--- src/rtl/mem_arbiter_if.sv ---
// mem_arbiter_if: initiator request/response and backend memory bus signals of mem_arbiter.
interface mem_arbiter_if;
    logic        i_read_req;
    logic [31:0] i_read_addr;
    logic        i_read_ack;
    logic [31:0] i_read_data;
    logic        d_req;
    logic        d_we;
    logic [31:0] d_addr;
    logic [31:0] d_wdata;
    logic [3:0]  d_be;
    logic        d_ack;
    logic [31:0] d_rdata;
    logic        mem_req;
    logic        mem_we;
    logic [31:0] mem_addr;
    logic [31:0] mem_wdata;
    logic [3:0]  mem_be;
    logic        mem_gnt;
    logic        mem_rvalid;
    logic [31:0] mem_rdata;
    logic        bus_err;
    modport slave (
        input  i_read_req, i_read_addr, d_req, d_we, d_addr, d_wdata, d_be,
               mem_gnt, mem_rvalid, mem_rdata,
        output i_read_ack, i_read_data, d_ack, d_rdata,
               mem_req, mem_we, mem_addr, mem_wdata, mem_be, bus_err
    );
    modport master (
        output i_read_req, i_read_addr, d_req, d_we, d_addr, d_wdata, d_be,
               mem_gnt, mem_rvalid, mem_rdata,
        input  i_read_ack, i_read_data, d_ack, d_rdata,
               mem_req, mem_we, mem_addr, mem_wdata, mem_be, bus_err
    );
endinterface

--- src/rtl/mem_arbiter.sv ---
// mem_arbiter: serialises fetch and data-port requests onto a single-outstanding backend bus.
// Define ARB_ROUND_ROBIN_EN for round-robin tie-breaking; default is fixed data-port priority.
module mem_arbiter #(
    parameter int TIMEOUT = 255
) (
    input logic          clk,
    input logic          reset,
    mem_arbiter_if.slave bus
);
    typedef enum logic [1:0] {IDLE, ISSUE, WAIT, ACK} state_t;
    state_t      state, state_nxt;
    logic        sel_d, port_d, lat_we, err;
    logic [31:0] lat_addr, lat_wdata, i_data, d_data, req_addr, rd_val;
    logic [3:0]  lat_be;
    logic [7:0]  cnt;
    logic        any_req, take, timeout, done_rd;
    assign any_req  = bus.i_read_req | bus.d_req;
    assign take     = (state == IDLE) && any_req;
    assign timeout  = cnt == 8'(TIMEOUT - 1);
    assign done_rd  = (state == WAIT) && (bus.mem_rvalid || timeout);
    assign rd_val   = bus.mem_rvalid ? bus.mem_rdata : 32'h0;
    assign req_addr = sel_d ? bus.d_addr : bus.i_read_addr;
`ifdef ARB_ROUND_ROBIN_EN
    logic rr_i;
    // rr_i set means the fetch port wins the next tie
    always_ff @(posedge clk)
        rr_i <= reset ? 1'b0 : take ? sel_d : rr_i;
    assign sel_d = bus.d_req & (~bus.i_read_req | ~rr_i);
`else
    assign sel_d = bus.d_req;
`endif
    always_comb begin
        state_nxt = state;
        case (state)
            IDLE:    state_nxt = any_req ? ISSUE : IDLE;
            ISSUE:   state_nxt = bus.mem_gnt ? (lat_we ? ACK : WAIT) : ISSUE;
            WAIT:    state_nxt = done_rd ? ACK : WAIT;
            default: state_nxt = IDLE;
        endcase
    end
    always_ff @(posedge clk) begin
        if (reset) begin
            state     <= IDLE;
            port_d    <= 1'b0;
            lat_we    <= 1'b0;
            lat_addr  <= '0;
            lat_wdata <= '0;
            lat_be    <= '0;
            cnt       <= '0;
            err       <= 1'b0;
            i_data    <= '0;
            d_data    <= '0;
        end else begin
            state <= state_nxt;
            cnt   <= (state == WAIT) ? cnt + 8'd1 : 8'd0;
            if (take) begin
                port_d    <= sel_d;
                lat_we    <= sel_d & bus.d_we;
                lat_addr  <= req_addr & ~32'h3;
                lat_wdata <= sel_d ? bus.d_wdata : 32'h0;
                lat_be    <= (sel_d & bus.d_we) ? bus.d_be : 4'hF;
            end
            // rvalid takes precedence over a simultaneous timeout
            if (done_rd) begin
                err <= ~bus.mem_rvalid;
                if (port_d)
                    d_data <= rd_val;
                else
                    i_data <= rd_val;
            end else if (state == ACK) begin
                err <= 1'b0;
            end
        end
    end
    assign bus.mem_req     = state == ISSUE;
    assign bus.mem_we      = lat_we;
    assign bus.mem_addr    = lat_addr;
    assign bus.mem_wdata   = lat_wdata;
    assign bus.mem_be      = lat_be;
    assign bus.i_read_ack  = (state == ACK) && !port_d && bus.i_read_req;
    assign bus.d_ack       = (state == ACK) && port_d && bus.d_req;
    assign bus.bus_err     = (bus.i_read_ack || bus.d_ack) && err;
    assign bus.i_read_data = i_data;
    assign bus.d_rdata     = d_data;
endmodule

--- src/flat_wrapper.sv ---
// flat-port wrapper written by rule: the top's interface ports become plain ports
module mem_arbiter_flat 
#(
    parameter int TIMEOUT = 255
)
  (clk, reset, bus_i_read_req, bus_i_read_addr, bus_d_req, bus_d_we, bus_d_addr, bus_d_wdata, bus_d_be, bus_mem_gnt, bus_mem_rvalid, bus_mem_rdata, bus_i_read_ack, bus_i_read_data, bus_d_ack, bus_d_rdata, bus_mem_req, bus_mem_we, bus_mem_addr, bus_mem_wdata, bus_mem_be, bus_bus_err);
  mem_arbiter_if bus_i ();
  input logic clk;
  input logic reset;
  input wire logic [$bits(bus_i.i_read_req)-1:0] bus_i_read_req;
  input wire logic [$bits(bus_i.i_read_addr)-1:0] bus_i_read_addr;
  input wire logic [$bits(bus_i.d_req)-1:0] bus_d_req;
  input wire logic [$bits(bus_i.d_we)-1:0] bus_d_we;
  input wire logic [$bits(bus_i.d_addr)-1:0] bus_d_addr;
  input wire logic [$bits(bus_i.d_wdata)-1:0] bus_d_wdata;
  input wire logic [$bits(bus_i.d_be)-1:0] bus_d_be;
  input wire logic [$bits(bus_i.mem_gnt)-1:0] bus_mem_gnt;
  input wire logic [$bits(bus_i.mem_rvalid)-1:0] bus_mem_rvalid;
  input wire logic [$bits(bus_i.mem_rdata)-1:0] bus_mem_rdata;
  output wire logic [$bits(bus_i.i_read_ack)-1:0] bus_i_read_ack;
  output wire logic [$bits(bus_i.i_read_data)-1:0] bus_i_read_data;
  output wire logic [$bits(bus_i.d_ack)-1:0] bus_d_ack;
  output wire logic [$bits(bus_i.d_rdata)-1:0] bus_d_rdata;
  output wire logic [$bits(bus_i.mem_req)-1:0] bus_mem_req;
  output wire logic [$bits(bus_i.mem_we)-1:0] bus_mem_we;
  output wire logic [$bits(bus_i.mem_addr)-1:0] bus_mem_addr;
  output wire logic [$bits(bus_i.mem_wdata)-1:0] bus_mem_wdata;
  output wire logic [$bits(bus_i.mem_be)-1:0] bus_mem_be;
  output wire logic [$bits(bus_i.bus_err)-1:0] bus_bus_err;
  assign bus_i.i_read_req = bus_i_read_req;
  assign bus_i.i_read_addr = bus_i_read_addr;
  assign bus_i.d_req = bus_d_req;
  assign bus_i.d_we = bus_d_we;
  assign bus_i.d_addr = bus_d_addr;
  assign bus_i.d_wdata = bus_d_wdata;
  assign bus_i.d_be = bus_d_be;
  assign bus_i.mem_gnt = bus_mem_gnt;
  assign bus_i.mem_rvalid = bus_mem_rvalid;
  assign bus_i.mem_rdata = bus_mem_rdata;
  assign bus_i_read_ack = bus_i.i_read_ack;
  assign bus_i_read_data = bus_i.i_read_data;
  assign bus_d_ack = bus_i.d_ack;
  assign bus_d_rdata = bus_i.d_rdata;
  assign bus_mem_req = bus_i.mem_req;
  assign bus_mem_we = bus_i.mem_we;
  assign bus_mem_addr = bus_i.mem_addr;
  assign bus_mem_wdata = bus_i.mem_wdata;
  assign bus_mem_be = bus_i.mem_be;
  assign bus_bus_err = bus_i.bus_err;
  mem_arbiter #(.TIMEOUT(TIMEOUT)) u_core (.clk(clk), .reset(reset), .bus(bus_i));
endmodule
--- config.mk ---
export PLATFORM = sky130hd
export DESIGN_NAME = mem_arbiter_flat
export DESIGN_NICKNAME = d
export VERILOG_FILES = /design/src/rtl/mem_arbiter_if.sv /design/src/rtl/mem_arbiter.sv /design/src/flat_wrapper.sv
export SDC_FILE = /design/constraint.sdc
export NUM_CORES = 1
export LEC_CHECK = 0
export ABC_AREA = 0
export CORE_ASPECT_RATIO = 0.6
export CORE_UTILIZATION = 40
export CTS_BUF_LIST = sky130_fd_sc_hd__clkbuf_4
export DETAILED_ROUTE_END_ITERATION = 10
export HOLD_SLACK_MARGIN = 0.05
export PLACE_DENSITY = 0.82
export SLEW_MARGIN = 20
export SYNTH_ARGS = -nofsm -noshare
export SYNTH_HDL_FRONTEND = slang
export SYNTH_SLANG_ARGS = --single-unit
--- constraint.sdc ---
create_clock -name clk -period 2.2 [get_ports clk]
set_input_delay 0.22 -clock clk [delete_from_list [all_inputs] [get_ports clk]]
set_output_delay 0.22 -clock clk [all_outputs]
set_load 0.005 [all_outputs]
Yosys cells after proc, flatten, opt, wreduce, memory -nomap -nowiden --
Index checks and enable logic that the tools add are counted.
Word-level totals: flip-flop bits (word level) 143
Operators by class: add/subtract/negate cells 1, equal/unequal tests 4, muxes and demuxes 11, bitwise gates (word level) 5, reduce and logical (&&, ||, !) cells 15
Operators with widths (number):
- two-way mux 32 bit | 3
- adder 8 x 1 -> 8 bit (second input constant) | 1
- == test 8 bit (second input constant) | 1
- logical AND 1 bit | 7
- case mux 2 bit (3 select lines) | 1
- two-way mux 1 bit | 5
- == test 2 bit (second input constant) | 2
- two-way mux 4 bit | 1
- AND reduction 2 bit | 2
- NOT 1 bit | 3
- == test 2 x 1 -> 1 bit (second input constant) | 1
- zero test 2 bit | 1
- logical OR 1 bit | 2
- two-way mux 2 bit | 1
- nonzero test 2 bit | 1
- OR reduction 2 bit | 1
- AND 1 bit | 1
- zero test 1 bit | 1
- bitwise OR 1 bit | 1

Longest topological paths before layout --
Gate-level depths: netlist (run 1).
depth in word-level cells 5, gate-level depth with buffers 7, mapped depth without buffers 6

Worst setup path after synthesis (run 1) --
No wires, ideal clock.
kind flip-flop to flip-flop, start point register u_core.state[1], end point register u_core.d_data[0] (netlist: u_core.bus.d_rdata[0]), library setup time 0.117 ns, arrival time 1.437 ns, required time 2.083 ns, slack 0.646 ns, cell stages (with the launch flop) 7, buffers on the path 2, clock period less this slack 1.554 ns, cells stage by stage dfxtp_1 buf_2 inv_1 nor4_4 o22ai_4 buf_6 a32o_1
Between the ends: word-level cells in the longest chain between the ends 3
Ends and longest elaborated chain:
- from (decl) | line mem_arbiter.sv:11 | state_t state, state_nxt;
- from (signal assigned) | line mem_arbiter.sv:54 | state <= state_nxt;
- == test 2 bit | line mem_arbiter.sv:20 | assign done_rd = (state == WAIT) && (bus.mem_rvalid || timeout);
- logical AND 1 bit | line mem_arbiter.sv:20
- AND reduction 2 bit (no source line)
- to (signal assigned) | line mem_arbiter.sv:67 | d_data <= rd_val;
- to (decl) | line mem_arbiter.sv:13 | logic [31:0] lat_addr, lat_wdata, i_data, d_data, req_addr, rd_val;
Every way passes these cells. A chain may end at the register's enable or synchronous reset.

Worst setup path in the final report (run 1) --
start point register u_core.state[0], end point output bus_bus_err
Between the ends: word-level cells in the longest chain between the ends 5
Ends and longest elaborated chain:
- == test 2 bit * | line mem_arbiter.sv:80, mem_arbiter.sv:81
- logical AND 1 bit, on equally long branches (2 in series) | line mem_arbiter.sv:80, mem_arbiter.sv:81
- logical OR 1 bit * | line mem_arbiter.sv:82 | assign bus.bus_err = (bus.i_read_ack || bus.d_ack) && err;
- logical AND 1 bit * | line mem_arbiter.sv:82
- to (decl) | line flat_wrapper.sv:29 | output wire logic [$bits(bus_i.bus_err)-1:0] bus_bus_err;
Mark *: on every way between the ends. The rest lies on a longest branch, timed or not.

==> run summary, run 1 <==
Hold Path Class: in -> reg
Critical Path AT: 1.85 ns
LEAKAGE: 3.03 nW
Post-synthesis xor/xnor area fraction: 0.00674
Bufs on Longest Clock Path: 2
Tmin final: 2.07 ns
Cell variety after synth: 35
Startpoint Class: flip-flop
Wire per inst: 17.2 um
Final hold violation count: 0
Internal power: 0.00408 W
Worst r2r src: u_core.cnt[0]$_SDFF_PP0_
Worst setup EP type: output pin
Number of max-cap violations: 0
WP buf/inv: 2
Worst reg2reg path depth: 6
Clk pwr share: 0.288
Crit-path slowest cell: clkdlybuf4s50_1
R2R setup slack: 0.32 ns
Fin Setup TNS: 0 ns
Post-DP HPWL: 11300 um
Initial Util: 0.420
Leading area contributor after synthesis: dfxtp_1
Clk slew on worst S/H paths: 0.12 ns
CP max stage delay: 0.55 ns
Mux share of post-synthesis cell area: 0.0578
Delay-heaviest family, CP: buffers and inverters
Ys flop type: dfxtp_1
Combinational Power Share: 0.210
Mapped Cells: 485
Row Count: 31
Antenna violations before repair: 1
Max-slew headroom: 0.330
CTS Buf Count: 17
Worst VDD drop: 0.439 mV
Seq/Total Area, Yosys: 0.551
Reg-to-reg endpoint: u_core.bus.d_rdata[9]$_SDFFE_PP0P_
Outcome: complete, no violations
Most common cell in the netlist: dfxtp_1
Switching power: 0.00158 W
Die Y: 90.3 um
Vias per cell: 5.35
CTS Sinks: 143
Vias in the first global route: 5019
Kind of critical path: reg -> out
Sw Ratio: 0.280
Port bufs: 269
CTS root buf: clkbuf_4
Post-Syn Area per Cell: 10.7 um2
Crit-path max FO: 9
Largest family of logic cells by synthesized area: compound AO/OA/AOI/OAI gates
CTS HTree Levels: 4
Worst Skew: 0.0190 ns
Hold path endpoint: u_core.err$_SDFFE_PP0P_
Final setup viols: 0
Post-Synth Simple-Gate Area: 0.0917
Grt ovf: 0
Core region area: 0.0124 mm2
Share of cells above drive strength 1: 0.0723
Post-CTS setup buffer count: 0
Ranking of synthesized cells by area: dfxtp_1 55%, a32o_1 12%, nor2_1 6.1%, mux2i_1 5.8%, a22oi_1 4.6%
Final Cycle Share: 0.940
Yosys top cell area share: 0.551
Fmax: 484 MHz
Post-Synth Adder-Cell Area: 0.00481
RSZ-0062 raised after global routing: no
YS warnings: 0
Largest net degree at the start of global routing: 72
Post-synthesis cell area: 0.00520 mm2
#FFs+latches synth: 143
Core Util, Final: 0.666
Hold path start: reset
Total Power: 0.00566 W
Nets: 876
First-pass GRT wire length: 25000 um
Number of enable flip-flop cells after synthesis: 0
Routed WL: 15700 um
Drt pass-1 iters: 4
Top cells by count, synth: 143 x dfxtp_1, 85 x nor2_1, 64 x a32o_1
Vias: 4887
ANT nets after route: 0
Die width: 149 um
Die ar.: 0.0135 mm2
Area fraction in compound gates after synthesis: 0.238
FFs w/ async S/R, synth: 0
DRC Markers: 0
Critical path cell sequence: buf_4, nand3_1, a21oi_1, clkdlybuf4s50_1
Routability cong.: 0.773
Starting DRT DRC Count: 240
Pwr Density: 687 mW/mm2
Hold Path Depth: 3
Worst skew pair latency: 0.52 ns
CTS tree: built
CP required: 1.98 ns
Worst slew pin tran: 1.01 ns
Reg power frac: 0.503
Ports: 276
Total Routing Usage GR: 0.236
Final Max Tran Viols: 0
P&R area growth vs syn: 58.5%
## layer usage
metal	global-route usage	part of all wire
met5	0	0
met4	0.100	0.023
met3	0.0621	0.064
met1	0.276	0.42
met2	0.407	0.50
## power by group through the flow
stage / clock, W / sequential (W) / combinational, W
after floorplan: 0 / 0.00290 / 0.000492
after CTS: 0.00168 / 0.00284 / 0.00119
after detailed placement: 0 / 0.00290 / 0.00119
after global placement: 0 / 0.00289 / 0.00116
final: 0.00163 / 0.00284 / 0.00119
after global routing: 0.00177 / 0.00287 / 0.00128
## final cells by class
cell class / count / area, um2
Sequential cell: 143 / 2860
Antenna cell: 1 / 2.50
Fill cell: 947 / 4140
Tap cell: 165 / 206
Clock buffer: 17 / 128
Multi-Input combinational cell: 291 / 2100
Clock inverter: 14 / 144
Inverter: 4 / 15.0
Timing Repair Buffer: 278 / 2780
## repair_timing
action / 4_1_cts / 5_1_grt
resized for setup: 0 / 2
endpoints found under the setup margin: 0 / 2
hold buffers: 0 / 0
endpoints found under the hold margin: 0 / 0
## state kept, by name (all words and copies together), names as in the netlist
name and flops:
u_core.bus.d_rdata 32, u_core.bus.i_read_data 32, u_core.bus.mem_addr 30, u_core.bus.mem_be 4, u_core.bus.mem_wdata 32, u_core.bus.mem_we 1, u_core.cnt 8, u_core.err 1
u_core.port_d 1, u_core.state 2
## logic make-up (layout without fill, tap and decap cells)
kind of cell,after synthesis,in the layout
xor+xnor,4,4
buf+inv,52,313
other cells,1,3
mux,30,30
compound gates,143,143
flops,143,143
simple gates,110,110
fa+ha+maj,2,2
## worst min-delay path: stages
cell	delay, ns
buf_2	0.19
a21o_1	0.23
nor2_1	0.08
## metrics by stage
step	cell area (um2)	setup WS (ns)	cells	hold WS, ns
after global placement	7960	0.319	881	0.440
after global routing	8240	0.00741	913	0.248
after detailed placement	7960	0.245	881	0.450
after CTS	8230	0.0525	912	0.197
after floorplan	5200	0.646	486	0.361
final	8240	0.133	913	0.239
## layout by cell type, fill, tap and decap left out, types with 3 or more instances in the layout
cell | synthesis | final
a211oi_1 | 31 | 31
a21oi_1 | 7 | 7
a22oi_1 | 32 | 32
a32o_1 | 64 | 64
buf_4 | 2 | 7
clkbuf_4 | 0 | 17
clkdlybuf4s50_1 | 0 | 267
clkinv_4 | 0 | 3
clkinvlp_4 | 0 | 3
dfxtp_1 | 143 | 142
inv_1 | 4 | 3
mux2i_1 | 30 | 30
nand2_1 | 7 | 7
nand3_1 | 5 | 5
nor2_1 | 85 | 82
nor3_1 | 4 | 4
xor2_1 | 3 | 3
## how the worst max path moves through the flow
stage	cells after the start	slack (ns)	startpoint	to
CTS	4	0.05	u_core.port_d$_SDFFE_PP0N_	bus_bus_err
detailed placement	4	0.25	bus_mem_rvalid	u_core.bus.d_rdata[9]$_SDFFE_PP0P_
floorplan	6	0.65	u_core.state[1]$_SDFF_PP0_	u_core.bus.d_rdata[0]$_SDFFE_PP0P_
global route	3	0.007	u_core.port_d$_SDFFE_PP0N_	bus_bus_err
global placement	4	0.32	bus_mem_rvalid	u_core.bus.d_rdata[26]$_SDFFE_PP0P_
finish	4	0.13	u_core.state[0]$_SDFF_PP0_	bus_bus_err
Power figures use the tool's default switching activity.
==> inputs of run 2 (changes only) <==
- CAP_MARGIN: not set -> 20
- PLACE_DENSITY: 0.82 -> 0.84
==> run 2 against run 1 <==
Sequential share of layout area decreased by 0.31 points. Sequential power hardly changed. Register-to-register slack got worse by 0.03 ns. Clock power increased by 19%. Global-route usage shrank 0.31 points. Core utilization increased by 0.61 points. Non-clock buffer count rose by 1. Worst setup slack worse by 0.0045 ns. Fmax fell by 0.22%. Worst hold slack got worse by 0.074 ns. Combinational power barely moved. Largest cell class unchanged. Largest power group unchanged.
==> run summary, run 2 (synthesis results as in run 1) <==
Vias per cell: 5.32 (-0.64%)
Total Power: 0.00597 W (+5.6%)
Total area of sequential cells: 0.00286 mm2 (unchanged)
First-pass GRT wire length: 24800 um (-1.0%)
Commonest non-fill, non-tap cell in the layout: clkdlybuf4s50_1
Grt ovf: 0 (unchanged)
Final setup viols: 0 (unchanged)
Post-CTS setup buffer count: 0 (unchanged)
Worst VDD drop: 0.512 mV (+17%)
Starting DRT DRC Count: 167 (-30%)
Worst setup EP type: output pin
Post-Place Worst Slack: 0.245 ns (-0.000123 ns)
Largest net degree at the start of global routing: 65 (-9.7%)
Worst skew pair latency: 0.51 ns (about the same)
N_diodes: 0 (-1)
CTS root buf: clkbuf_4
CTS tree: built
Ports: 276 (unchanged)
Post-placement cell count: 882 (+0.11%)
P&R area growth vs syn: 59.9%
CTS HTree Levels: 4 (unchanged)
Final Max Tran Viols: 0 (unchanged)
Max-slew headroom: 0.309 (-0.0204)
Share of cells above drive strength 1: 0.0748 (+0.00248)
Worst Skew: 0.0204 ns (+0.00144 ns)
Setup ws final: 0.129 ns (-0.00448 ns)
Port bufs: 269 (unchanged)
Worst slew pin tran: 1.04 ns (+0.0306 ns)
Final Cycle Share: 0.942 (+0.00204)
Nets: 877 (+0.11%)
CP required: 1.98 ns (about the same)
Total Routing Usage GR: 0.233 (-0.00305)
Critical Path AT: 1.85 ns (about the same)
Final hold violation count: 0 (unchanged)
Die Y: 90.3 um (unchanged)
CTS Sinks: 143 (unchanged)
Core region area: 0.0124 mm2 (unchanged)
ANT nets after route: 0 (unchanged)
Non-filler instance count after layout: 914 (+0.11%)
Kind of critical path: reg -> out
RSZ-0062 raised after global routing: no
Fin Setup TNS: 0 ns (unchanged)
Footprint of the multi-input gates: 0.00210 mm2 (unchanged)
LEAKAGE: 3.09 nW (+2.1%)
Fmax: 483 MHz (-0.22%)
Routability cong.: 0.806 (+4.2%)
Die ar.: 0.0135 mm2 (unchanged)
Bufs on Longest Clock Path: 2 (unchanged)
Outcome: complete, no violations
Number of max-cap violations: 0 (unchanged)
Number of fill cells: 939 (-0.84%)
Tmin final: 2.07 ns (+0.00448 ns)
Row Count: 31 (unchanged)
Initial Util: 0.420 (unchanged)
Antenna violations before repair: 0 (-1)
Crit-path max FO: 5 (-4)
Pwr Density: 719 mW/mm2 (+4.6%)
Clk slew on worst S/H paths: 0.12 ns (about the same)
Vias in the first global route: 4876 (-2.8%)
Vias: 4861 (-0.53%)
Post-DP HPWL: 11400 um (+1.1%)
CTS Buf Count: 17 (unchanged)
Hold Path Class: in -> reg
Drt pass-1 iters: 6 (+2)
Most frequent cells in the layout: 266 x clkdlybuf4s50_1, 142 x dfxtp_1, 82 x nor2_1
Die width: 149 um (unchanged)
DRC Markers: 0 (unchanged)
Routed WL: 15800 um (+0.29%)
Wire per inst: 17.3 um (+0.18%)
Startpoint Class: flip-flop
run 2: metal layers:
metal / up-vias / global-route usage / part of all wire
li1: 2322 / - / -
met1: 2332 / 0.290 / 0.43
met2: 183 / 0.391 / 0.49
met3: 24 / 0.0535 / 0.064
met4: 0 / 0.0876 / 0.019
met5: - / 0 / 0
run 2: timing repair:
action | CTS | global route
setup endpoints to repair | 0 | 2
gates resized for setup | 0 | 2
hold buffers | 0 | 0
run 2: report_power, final:
part,internal (W),leakage [nW],switching (W)
logic,0.000658,1.75,0.000537
clock network,0.000941,0.178,0.000994
registers,0.00275,1.17,0.0000905
run 2: worst paths after layout:
| path | from | endpoint | slack, ns | depth (start not counted) |
|---|---|---|---|---|
| worst max register to register | u_core.cnt[0]$_SDFF_PP0_ | u_core.bus.i_read_data[13]$_SDFFE_PP0P_ | 0.29 | 6 |
| worst min register to register | u_core.bus.i_read_data[2]$_SDFFE_PP0P_ | u_core.bus.i_read_data[2]$_SDFFE_PP0P_ | 0.48 | 1 |
| worst max-delay path | u_core.port_d$_SDFFE_PP0N_ | bus_bus_err | 0.13 | 4 |
| worst min-delay path | reset | u_core.err$_SDFFE_PP0P_ | 0.17 | 3 |
run 2: metrics by stage:
stage | cell area (um2) | util | hold slack [ns]
2_1_floorplan | 5200 | - | 0.361
3_5_place_dp | 7970 | 0.644 | 0.453
5_1_grt | 8310 | 0.672 | 0.142
6_report | 8310 | 0.672 | 0.165
3_3_place_gp | 7970 | 0.644 | 0.440
4_1_cts | 8310 | 0.672 | 0.121
run 2: final cells by class:
| cell class | instances | share of cell area |
|---|---|---|
| clock buffers | 18 | 0.0163 |
| multi-input cells | 291 | 0.253 |
| well taps | 165 | 0.0248 |
| inverters | 4 | 0.00181 |
| clock inverters | 14 | 0.0245 |
| repair buffers | 279 | 0.335 |
| flip-flops and latches | 143 | 0.345 |
run 2: critical path, stage by stage, from the launching register on:
cell	delay (ns)
dfxtp_1	0.39
inv_1	0.17
nand2_1	0.11
a21oi_1	0.13
clkdlybuf4s50_1	0.54
==> inputs of run 3 (changes only) <==
- CORE_MARGIN: not set -> 4
==> run 3 against run 2 <==
Core utilization shrank 0.28 points. Sequential power is essentially flat. Clock power shrank 9.8%. Worst setup slack gained 0.015 ns. Via count is essentially flat. Non-clock buffer count is the same. Largest power group unchanged. Die area grew 11%. Count of clock-buffer cells in the layout is the same. Critical path depth shrank 1. Wire length grew 5.7%. Worst hold slack gained 0.081 ns. Register-to-register slack is essentially flat.
==> run summary, run 3 (synthesis results as in run 1) <==
Worst skew pair latency: 0.52 ns (about the same)
Largest net degree at the start of global routing: 66 (+1.5%)
Clk slew on worst S/H paths: 0.10 ns (-0.02 ns)
Reg power frac: 0.491 (+0.015)
Hold path endpoint: u_core.port_d$_SDFFE_PP0N_
Dpl cell area: 0.00796 mm2 (about the same)
Total Power: 0.00580 W (-3.0%)
Die ar.: 0.0149 mm2 (+11%)
DRC Markers: 0 (unchanged)
Reg-to-reg endpoint: u_core.bus.d_rdata[15]$_SDFFE_PP0P_
Core region area: 0.0124 mm2 (unchanged)
Switching power: 0.00158 W (-2.4%)
Initial Util: 0.420 (unchanged)
Startpoint Class: flip-flop
Final Cycle Share: 0.935 (-0.00690)
Crit-path max FO: 5 (unchanged)
Most frequent cells in the layout: 267 x clkdlybuf4s50_1, 142 x dfxtp_1, 82 x nor2_1
Clk pwr share: 0.302 (-0.022)
Drt pass-1 iters: 7 (+1)
Max-slew headroom: 0.333 (+0.0241)
ANT nets after route: 0 (unchanged)
Ports: 276 (unchanged)
Hold path start: bus_d_req
Fmax: 486 MHz (+0.74%)
Share of cells above drive strength 1: 0.0762 (+0.00144)
Routed WL: 16700 um (+5.7%)
First-pass GRT wire length: 25600 um (+3.2%)
Post-placement cell count: 881 (-0.11%)
Wire per inst: 18.3 um (+5.7%)
Vias per cell: 5.32 (about the same)
Nets: 877 (unchanged)
Internal power: 0.00421 W (-3.2%)
Die Y: 96.3 um (+6.6%)
P&R area growth vs syn: 59.3%
Delay-heaviest family, CP: buffers and inverters
Die width: 155 um (+4.0%)
CTS HTree Levels: 4 (unchanged)
Post-DP HPWL: 12200 um (+7.2%)
Worst setup EP type: output pin
Vias: 4865 (+0.082%)
Crit-path slowest cell: clkdlybuf4s50_1
CP max stage delay: 0.54 ns (about the same)
CP required: 1.98 ns (about the same)
Fin Setup TNS: 0 ns (unchanged)
Vias in the first global route: 4897 (+0.43%)
Critical path cell sequence: nand2_1, a21oi_1, clkdlybuf4s50_1
CTS tree: built
Non-filler instance count after layout: 914 (unchanged)
Post-CTS setup buffer count: 0 (unchanged)
Pwr Density: 700 mW/mm2 (-2.6%)
Sw Ratio: 0.273 (+0.00167)
Hold Path Depth: 4 (+1)
Number of fill cells: 953 (+1.5%)
Worst Skew: 0.0291 ns (+0.00866 ns)
CTS root buf: clkbuf_4
Grt ovf: 0 (unchanged)
Row Count: 31 (unchanged)
Total Routing Usage GR: 0.215 (-0.0182)
Bufs on Longest Clock Path: 2 (unchanged)
CTS Buf Count: 17 (unchanged)
Routability cong.: 0.834 (+3.5%)
Worst r2r src: u_core.state[1]$_SDFF_PP0_
Antenna violations before repair: 1 (+1)
Worst slew pin tran: 1.00 ns (-0.0362 ns)
Hold Path Class: in -> reg
Worst hold margin: 0.246 ns (+0.0811 ns)
Final setup viols: 0 (unchanged)
Number of max-cap violations: 0 (unchanged)
Final Max Tran Viols: 0 (unchanged)
LEAKAGE: 3.05 nW (-1.2%)
Final hold violation count: 0 (unchanged)
Kind of critical path: reg -> out
Final instance area: 0.00828 mm2 (-0.42%)
Tmin final: 2.06 ns (-0.0152 ns)
R2R setup slack: 0.29 ns (about the same)
Port bufs: 269 (unchanged)
Commonest non-fill, non-tap cell in the layout: clkdlybuf4s50_1
Outcome: complete, no violations
CTS Sinks: 143 (unchanged)
WP buf/inv: 1 (-1)
Combinational Power Share: 0.207 (+0.007)
Worst VDD drop: 0.327 mV (-36%)
Worst reg2reg path depth: 4 (-2)
Critical Path AT: 1.84 ns (about the same)
Starting DRT DRC Count: 240 (+44%)
RSZ-0062 raised after global routing: no
[run 3: power by group through the flow]
stage / clock network [W] / logic [W] / registers, W
floorplan: 0 / 0.000492 / 0.00290
global placement: 0 / 0.00116 / 0.00289
detailed placement: 0 / 0.00120 / 0.00290
CTS: 0.00181 / 0.00121 / 0.00285
global route: 0.00191 / 0.00130 / 0.00287
finish: 0.00175 / 0.00120 / 0.00285
[run 3: tightest hold or removal path, stage by stage]
cell	delay, ns
buf_2	0.14
nor3b_4	0.18
a21oi_1	0.11
nor2_1	0.05
[run 3: stage by stage]
step | worst slack, ns | utilization
global placement | 0.340 | 0.644
global route | 0.00899 | 0.669
CTS | 0.0255 | 0.669
finish | 0.144 | 0.669
detailed placement | 0.261 | 0.644
floorplan | 0.646 | -
[run 3: layout make-up]
cell class                      instances  area, um2  share of cell area
Clock buffer                           18        135              0.0163
Sequential cell                       143       2860               0.346
Antenna cell                            1       2.50            0.000302
Clock inverter                         13        164              0.0198
Inverter                                4       15.0             0.00181
Timing Repair Buffer                  279       2790               0.336
Tap cell                              165        206              0.0249
Multi-Input combinational cell        291       2110               0.254
[run 3: repair_timing]
action,CTS,global route
hold buffers,1,0
hold endpoints to repair,5,0
resized for setup,0,3
setup endpoints to repair,0,4
[run 3: metal layers]
metal / track usage / share of wire
met1: 0.261 / 0.41
met2: 0.363 / 0.49
met3: 0.0714 / 0.084
met4: 0.0720 / 0.017
met5: 0 / 0
[run 3: how the worst max path moves through the flow]
stage                                           from                                  end  slack (ns)  depth (start not counted)
after floorplan           u_core.state[1]$_SDFF_PP0_   u_core.bus.d_rdata[0]$_SDFFE_PP0P_        0.65                          6
after global placement                bus_mem_rvalid  u_core.bus.d_rdata[22]$_SDFFE_PP0P_        0.34                          4
after global routing      u_core.port_d$_SDFFE_PP0N_                          bus_bus_err       0.009                          3
after detailed placement              bus_mem_rvalid  u_core.bus.d_rdata[11]$_SDFFE_PP0P_        0.26                          4
final                     u_core.port_d$_SDFFE_PP0N_                          bus_bus_err        0.14                          3
after CTS                 u_core.state[1]$_SDFF_PP0_                          bus_bus_err        0.03                          3
